`config.mk`:
```
export PLATFORM = sky130hd
export DESIGN_NAME = serial_twos_rx
export DESIGN_NICKNAME = d
export VERILOG_FILES = /design/src/rtl/serial_twos_rx.sv
export SDC_FILE = /design/constraint.sdc
export NUM_CORES = 1
export LEC_CHECK = 0
export ABC_AREA = 1
export BUFFER_PORTS_ARGS = -buffer_cell sky130_fd_sc_hd__buf_2
export CAP_MARGIN = 20
export CORE_MARGIN = 10
export CORE_UTILIZATION = 30
export CTS_BUF_LIST = sky130_fd_sc_hd__clkbuf_2
export DETAILED_ROUTE_END_ITERATION = 8
export PLACE_DENSITY = 0.5
export REMOVE_ABC_BUFFERS = 1
export SETUP_SLACK_MARGIN = 0.4
export SLEW_MARGIN = 20
export SYNTH_ARGS = -nofsm -noshare
export SYNTH_HDL_FRONTEND = slang
export SYNTH_SLANG_ARGS = --single-unit
```
`constraint.sdc`:
```
create_clock -name t_clk -period 1.8 [get_ports t_clk]
set_input_delay 0.18 -clock t_clk [delete_from_list [all_inputs] [get_ports t_clk]]
set_output_delay 0.18 -clock t_clk [all_outputs]
set_load 0.01 [all_outputs]
```
`src/rtl/serial_twos_rx.sv`:
```
// Bit-serial two's-complement receiver: undoes an on-the-fly negation of an
// LSB-first stream and presents raw and recovered words over valid/ready.
module serial_twos_rx #(
  parameter int WIDTH = 8
) (
  input  logic             t_clk,
  input  logic             r_n,
  input  logic             s_in,
  input  logic             s_en,
  input  logic             s_start,
  output logic [WIDTH-1:0] dout,
  output logic [WIDTH-1:0] raw,
  output logic             dout_valid,
  input  logic             dout_ready,
  output logic             ovf,
  output logic             overrun
);

  localparam int CW = (WIDTH > 2) ? $clog2(WIDTH) : 1;
  localparam logic [CW-1:0] LAST_IDX = CW'(WIDTH - 1);

  typedef enum logic [0:0] {
    IDLE  = 1'b0,
    SHIFT = 1'b1
  } state_t;

  // Most-negative word: its negation is not representable in WIDTH bits.
  function automatic logic is_most_neg(input logic [WIDTH-1:0] w);
    logic [WIDTH-1:0] mn;
    mn = '0;
    mn[WIDTH-1] = 1'b1;
    return (w == mn);
  endfunction

  state_t           state_r, state_nxt_s;
  logic [CW-1:0]    cnt_r, cnt_nxt_s, bit_idx_s;
  logic             seen_r, seen_nxt_s, seen_prev_s;
  logic [WIDTH-1:0] dsh_r, dsh_nxt_s, rsh_r, rsh_nxt_s;
  logic             take_s, frame_start_s, dec_bit_s, complete_s;

  // Bit capture, serial decode and frame-completion detection.
  always_comb begin
    state_nxt_s   = state_r;
    cnt_nxt_s     = cnt_r;
    seen_nxt_s    = seen_r;
    dsh_nxt_s     = dsh_r;
    rsh_nxt_s     = rsh_r;
    complete_s    = 1'b0;
    frame_start_s = s_en & s_start;
    take_s        = 1'b0;
    case (state_r)
      IDLE:    take_s = frame_start_s;
      SHIFT:   take_s = s_en;
      default: take_s = 1'b0;
    endcase
    // A start bit always restarts the frame, discarding any partial one.
    if (frame_start_s) begin
      bit_idx_s   = '0;
      seen_prev_s = 1'b0;
      dsh_nxt_s   = '0;
      rsh_nxt_s   = '0;
    end else begin
      bit_idx_s   = cnt_r;
      seen_prev_s = seen_r;
    end
    dec_bit_s = seen_prev_s ? ~s_in : s_in;
    if (take_s) begin
      dsh_nxt_s[bit_idx_s] = dec_bit_s;
      rsh_nxt_s[bit_idx_s] = s_in;
      seen_nxt_s           = seen_prev_s | s_in;
      if (bit_idx_s == LAST_IDX) begin
        complete_s  = 1'b1;
        state_nxt_s = IDLE;
        cnt_nxt_s   = '0;
      end else begin
        state_nxt_s = SHIFT;
        cnt_nxt_s   = bit_idx_s + CW'(1);
      end
    end else begin
      complete_s = 1'b0;
    end
  end

  // Frame-assembly state: FSM, bit counter, seen_one and shift registers.
  always_ff @(posedge t_clk or negedge r_n) begin
    if (!r_n) begin
      state_r <= IDLE;
      cnt_r   <= '0;
      seen_r  <= 1'b0;
      dsh_r   <= '0;
      rsh_r   <= '0;
    end else begin
      state_r <= state_nxt_s;
      cnt_r   <= cnt_nxt_s;
      seen_r  <= seen_nxt_s;
      dsh_r   <= dsh_nxt_s;
      rsh_r   <= rsh_nxt_s;
    end
  end

  // Output registers and handshake; a completion with a stalled word is dropped.
  always_ff @(posedge t_clk or negedge r_n) begin
    if (!r_n) begin
      dout       <= '0;
      raw        <= '0;
      ovf        <= 1'b0;
      dout_valid <= 1'b0;
      overrun    <= 1'b0;
    end else begin
      if (complete_s) begin
        if (!dout_valid || dout_ready) begin
          dout       <= dsh_nxt_s;
          raw        <= rsh_nxt_s;
          ovf        <= is_most_neg(rsh_nxt_s);
          dout_valid <= 1'b1;
        end else begin
          overrun <= 1'b1;
        end
      end else if (dout_valid && dout_ready) begin
        dout_valid <= 1'b0;
      end else begin
        dout_valid <= dout_valid;
      end
    end
  end

endmodule

```
==> qor.txt, run 1 <==
measured slew at the worst slew-check pin: 0.494 ns
Tcrit/Tclk final: 78.6%
I/O pin cnt: 25
pre-CTS WS: 0.225 ns
Layout area overhead: 32.9%
number of fill cells in the layout: 540
post-synthesis sequential area ratio: 57.1%
syn_area_per_cell: 8.95 um^2
type of origin of the critical path: register
DRT Pass-1 Iters: 4
GRT Overall Usage: 9.42%
post-route worst setup slack: 0.385 ns
Die H: 94.5 um
fin nets: 239
Overflow after GRT: 0
Iter 0 DRT Violations: 52
DIE AREA: 8930 um^2
Post-Route Skew: 0.0224 ns
core area: 5440 um^2
Worst Hold Launch: s_in
Syn Std Cell Area: 1660 um^2
Yosys reg bits: 38
r2r endpoint: dout[7]
Detail Route Antenna Nets: 0
CTS Sinks: 38
vias per inst: 4.42
Clk Latency, worst-skew pair: 0.40 ns
fin. max-slew vios: 0
Port-buffer cells: 24
CP Class: register to register
initial antenna violation count: 0
final-report hold violation count: 0
first-pass GRT wire length: 6640 um
Initial Utilization: 30.6%
clock tree buffer depth: 2
Inserted Diodes: 0
status: completed
CTS tree: done
Peak Freq: 707 MHz
Mapped Cells: 186
r2r worst-path depth: 8
reg2reg setup slack: 0.39 ns
Final HPWL DP: 2620 um
largest net degree at the start of global routing: 39
CTS buffer count: 5
overall routed net length: 4100 um
wire per inst: 13.4 um
worst-path maximum fanout: 5
max_cap viols: 0
RSZ-0062 raised after global routing: yes
Worst VDD drop: 0.378 mV
adder-cell share of the synthesized area: 0.752%
share of cells above drive strength 1: 40.3%
critical path capture point type: register
Final GP Congestion: 0.801
Compound-Gate Fraction of Synth Area: 7.37%
Required @ worst endpoint: 2.11 ns
P_leak: 0.00117 uW
row count: 27
R2R Path Start: cnt_r[2]
# DRC: 0
Netlist cell types: 23
total number of vias: 1347
final setup TNS: 0 ns
Synth Warn #: 0
main combinational cell family by area after synthesis: simple AND/OR/NAND/NOR gates
pwr/cell area: 1190 nW/um^2
worst hold stages: 3
root buf cell: clkbuf_2
CP arrival: 1.73 ns
Worst-path clk slew: 0.22 ns
Power Total: 2640 uW
DIE WIDTH: 94.5 um
vias in the first global route: 1403
Setup-failing EPs final: 0
Tmin final: 1.41 ns
Critical Path Sink: dout[7]
HP Class: primary input to register
design area: 2210 um^2
CTS HTree Levels: 2
simple-gate share of the synthesized area: 29.8%
Placement Cell Area: 1860 um^2
Synth Area in XOR/XNOR: 0%
Critical Path Source: cnt_r[2]
Slew headroom: 67.1%
proportion of synthesized area in mux cells: 0%
[per-stage QoR]
| stage | instances | utilization (%) | hold WS (ns) |
|---|---|---|---|
| 2_1_floorplan | 182 | - | -0.116 |
| 3_3_place_gp | 279 | 34.2 | 0.272 |
| 3_5_place_dp | 279 | 34.2 | 0.273 |
| 4_1_cts | 293 | 37.1 | 0.112 |
| 5_1_grt | 305 | 40.6 | 0.133 |
| 6_report | 305 | 40.6 | 0.129 |
[area by class of cell]
cell class | instances | area (um^2) | area share [%]
inverter | 15 | 73.8 | 3.34
timing repair inverter | 2 | 17.5 | 0.792
multi-input combinational | 130 | 764 | 34.6
timing repair buffer | 40 | 243 | 11.0
clock buffer | 6 | 30.0 | 1.36
tap | 72 | 90.1 | 4.07
sequential | 38 | 955 | 43.2
clock inverter | 2 | 37.5 | 1.70
[critical path: stages, from the launching register on]
cell     delay (ns)
dfrtp_2        0.49
nand2_4        0.10
nor2_8         0.19
nand2_4        0.09
inv_6          0.09
nand2_8        0.09
buf_4          0.17
nand2_1        0.06
o21ai_2        0.06
[cell families (layout without fill, tap and decap cells)]
logic type | Yosys count | in the layout
DFF | 38 | 38
AOI/OAI and AO/OA | 22 | 22
adders and majority gates | 1 | 1
buffers and inverters | 19 | 65
and+or+nand+nor | 106 | 107
[synthesized netlist by cell type]
master    instances  area [um^2]
nor2_2            3         18.8
dfrtp_1          38          951
buf_1             1         3.75
nor2_4            1         11.3
ha_1              1         12.5
nor2_1           25         93.8
buf_2             1         5.00
nand3_1          16         80.1
nand2_1          53          199
inv_4             1         6.26
inv_2             3         11.3
a31oi_1           5         31.3
o21ai_1           5         25.0
clkbuf_1          1         3.75
nor3_1            1         5.00
o21bai_1          1         7.51
nor2_8            1         20.0
inv_1            11         41.3
nand2_4           6         67.6
buf_6             1         11.3
o21ai_0           9         45.0
o32ai_1           1         8.76
a21oi_1           1         5.00
[layout by cell type (no fill, tap or decap), drive strengths merged]
cell type,Yosys,layout
nand3,16,16
o21ai,14,14
clkinv,0,1
inv,15,16
clkinvlp,0,1
nor3,1,1
bufinv,0,1
buf,3,39
o32ai,1,1
a21oi,1,1
ha,1,1
nand2,59,60
dfrtp,38,38
clkbuf,1,6
a31oi,5,5
dlygate4sd3,0,1
nor2,30,30
o21bai,1,1
[layer usage]
metal	track usage, %	wire (um)	vias to the layer above
met5	0	0	-
met4	4.11	60	0
met3	2.85	159	7
met2	14.6	1950	18
met1	11.9	1930	632
li1	-	-	690
[flip-flops by register name, indices dropped and copies added, names as in the netlist]
name / cells
dsh_r: 7
ovf: 1
seen_r: 1
dout_valid: 1
state_r: 1
cnt_r: 3
overrun: 1
rsh_r: 7
raw: 8
dout: 8
[worst min-delay path by stage]
| stage | to | slack (ns) |
|---|---|---|
| 6_report | raw[7] | 0.13 |
| 5_1_grt | raw[7] | 0.13 |
| 4_1_cts | raw[7] | 0.11 |
| 3_5_place_dp | dout[3] | 0.27 |
| 3_3_place_gp | raw[7] | 0.27 |
| 2_1_floorplan | cnt_r[0] | -0.12 |
[power breakdown]
group	leakage [uW]	total [uW]	switching, uW	internal [uW]
Sequential	0.000496	1220	141	1080
Clock	0.0000392	540	300	240
Combinational	0.000629	883	521	362
Total	0.00117	2640	963	1680
[repair_timing]
item / CTS / global route
endpoints found under the hold margin: 38 / 0
gates resized for setup: 14 / 36
endpoints found under the setup margin: 15 / 15
pin swaps: 0 / 14
gates cloned: 1 / 2
hold buffers: 1 / 0
buffers inserted: 4 / 10
Note: power is estimated with default switching activity, not from simulation.
==> run 2: changes to the inputs <==
==> constraint.sdc (replaced) <==
create_clock -name t_clk -period 1.4 [get_ports t_clk]
set_input_delay 0.14 -clock t_clk [delete_from_list [all_inputs] [get_ports t_clk]]
set_output_delay 0.14 -clock t_clk [all_outputs]
set_load 0.01 [all_outputs]
==> qor.txt, run 2 (synthesis gave the netlist of run 1 again) <==
commonest non-fill, non-tap cell in the layout: dfrtp_1
largest registers: dout x8, raw x8
row count: 27 (unchanged)
Overflow after GRT: 0 (unchanged)
Required @ worst endpoint: 1.73 ns (-0.38 ns)
Final HPWL DP: 2830 um (+8.2%)
first-pass GRT wire length: 7040 um (+6.0%)
CP Class: register to register
Tmin final: 1.37 ns (-0.0434 ns)
Setup-failing EPs final: 0 (unchanged)
Power Total: 3730 uW (+41%)
placed cells: 288 (+3.2%)
Worst VDD drop: 0.672 mV (+78%)
most frequent cells in the layout: 35 x dfrtp_1, 31 x buf_4, 26 x nand2_1, 22 x buf_2, 20 x nand2_2
initial antenna violation count: 0 (unchanged)
CTS Sinks: 38 (unchanged)
Inserted Diodes: 0 (unchanged)
fin nets: 262 (+9.6%)
CP cell instances: nand2_4, o21ai_2, buf_4, nand3_2, nand2_4, nor2_4, nand2_1, o21ai_1
root buf cell: clkbuf_2
WHS Endpoint: dout_valid
HP Class: primary input to register
total number of vias: 1482 (+10%)
max_cap viols: 0 (unchanged)
RSZ-0062 raised after global routing: yes
Final GP Congestion: 0.864 (+7.9%)
Die H: 94.5 um (unchanged)
CTS buffer count: 5 (unchanged)
Port-buffer cells: 24 (unchanged)
Detail Route Antenna Nets: 0 (unchanged)
clock tree buffer depth: 2 (unchanged)
fin. max-slew vios: 0 (unchanged)
pwr/cell area: 1460 nW/um^2 (+22%)
type of origin of the critical path: register
Crit path top cell by count: nand2_4
overall routed net length: 4430 um (+7.9%)
Worst Hold Launch: dout_ready
design area: 2560 um^2 (+16%)
number of fill cells in the layout: 524 (-3.0%)
vias per inst: 4.52 (+2.3%)
Slew headroom: 67.2% (+0.15 points)
Layout area overhead: 53.8%
P_leak: 0.00130 uW (+12%)
vias in the first global route: 1418 (+1.1%)
Initial Utilization: 30.6% (unchanged)
largest net degree at the start of global routing: 39 (unchanged)
status: completed
DIE WIDTH: 94.5 um (unchanged)
measured slew at the worst slew-check pin: 0.492 ns (-0.00225 ns)
Iter 0 DRT Violations: 48 (-7.7%)
CTS tree: done
final setup TNS: 0 ns (unchanged)
I/O pin cnt: 25 (unchanged)
r2r worst-path depth: 8 (unchanged)
post-route worst setup slack: 0.0289 ns (-0.357 ns)
DRT Pass-1 Iters: 4 (unchanged)
pre-CTS WS: -0.0367 ns (-0.262 ns)
Peak Freq: 729 MHz (+3.2%)
r2r endpoint: ovf
CP max stage delay: 0.45 ns (-0.04 ns)
Tcrit/Tclk final: 97.9% (+19 points)
CP arrival: 1.70 ns (-0.03 ns)
CP max stage cell: dfrtp_1
share of cells above drive strength 1: 55.5% (+15 points)
Layout Cells excl Fill: 328 (+7.5%)
DIE AREA: 8930 um^2 (unchanged)
R2R Path Start: state_r
Critical Path Source: state_r
Post-Route Skew: 0.0120 ns (-0.0104 ns)
worst hold stages: 4 (+1)
# DRC: 0 (unchanged)
multi-input combinational cell area: 886 um^2 (+16%)
core area: 5440 um^2 (unchanged)
Worst-path clk slew: 0.21 ns (about the same)
critical path capture point type: register
worst-path maximum fanout: 7 (+2)
Placement Cell Area: 1930 um^2 (+3.6%)
final-report hold violation count: 0 (unchanged)
GRT Overall Usage: 10.2% (+0.75 points)
reg2reg setup slack: 0.03 ns (-0.36 ns)
FF+latch area: 955 um^2 (unchanged)
wire per inst: 13.5 um (+0.33%)
CTS HTree Levels: 2 (unchanged)
Clk Latency, worst-skew pair: 0.40 ns (about the same)
run 2: power by group:
part           switching [uW]  internal [uW]  leakage, uW  total [uW]
clock                     388            114    0.0000264         502
sequential                189           1380     0.000496        1570
combinational             834            818     0.000778        1650
total                    1410           2320      0.00130        3730
run 2: through the flow:
step	hold WS, ns	util [%]
floorplan	-0.156	-
global placement	0.232	35.4
detailed placement	0.226	35.4
CTS	0.0994	42.2
global route	0.118	47.1
finish	0.109	47.1
run 2: timing repair:
item / CTS / global route
pin swaps: 22 / 16
setup endpoints to repair: 56 / 57
gates cloned: 2 / 0
setup buffers: 17 / 12
hold endpoints to repair: 38 / 0
hold buffers: 1 / 0
gates resized for setup: 45 / 50
run 2: layout make-up:
class                           instances  share of cell area, %
Timing Repair inverter                  1                  0.342
Multi-Input combinational cell        129                   34.6
Sequential cell                        38                   37.3
Tap cell                               72                   3.52
Timing Repair Buffer                   65                   19.7
Inverter                               15                   2.88
Clock buffer                            5                  0.978
Clock inverter                          3                  0.635
run 2: worst max-delay path, delay by kind of cell (launching register included):
kind / cells / cell delay [ns]
buffers and inverters: 1 / 0.15
and+or+nand+nor: 5 / 0.49
DFF: 1 / 0.45
AOI/OAI and AO/OA: 2 / 0.22
run 2: routing by layer:
metal / global-route usage, % / up-vias / part of all wire (%)
li1: - / 732 / -
met1: 13.0 / 719 / 45
met2: 16.0 / 25 / 49
met3: 3.41 / 6 / 4.2
met4: 2.99 / 0 / 1.1
met5: 0 / - / 0
run 2: worst max-delay path by stage:
stage               to  slack, ns
3_3_place_gp   dout[2]      -0.04
5_1_grt            ovf      -0.06
3_5_place_dp   dout[2]      -0.04
4_1_cts            ovf       0.05
6_report           ovf       0.03
2_1_floorplan   raw[1]       0.17
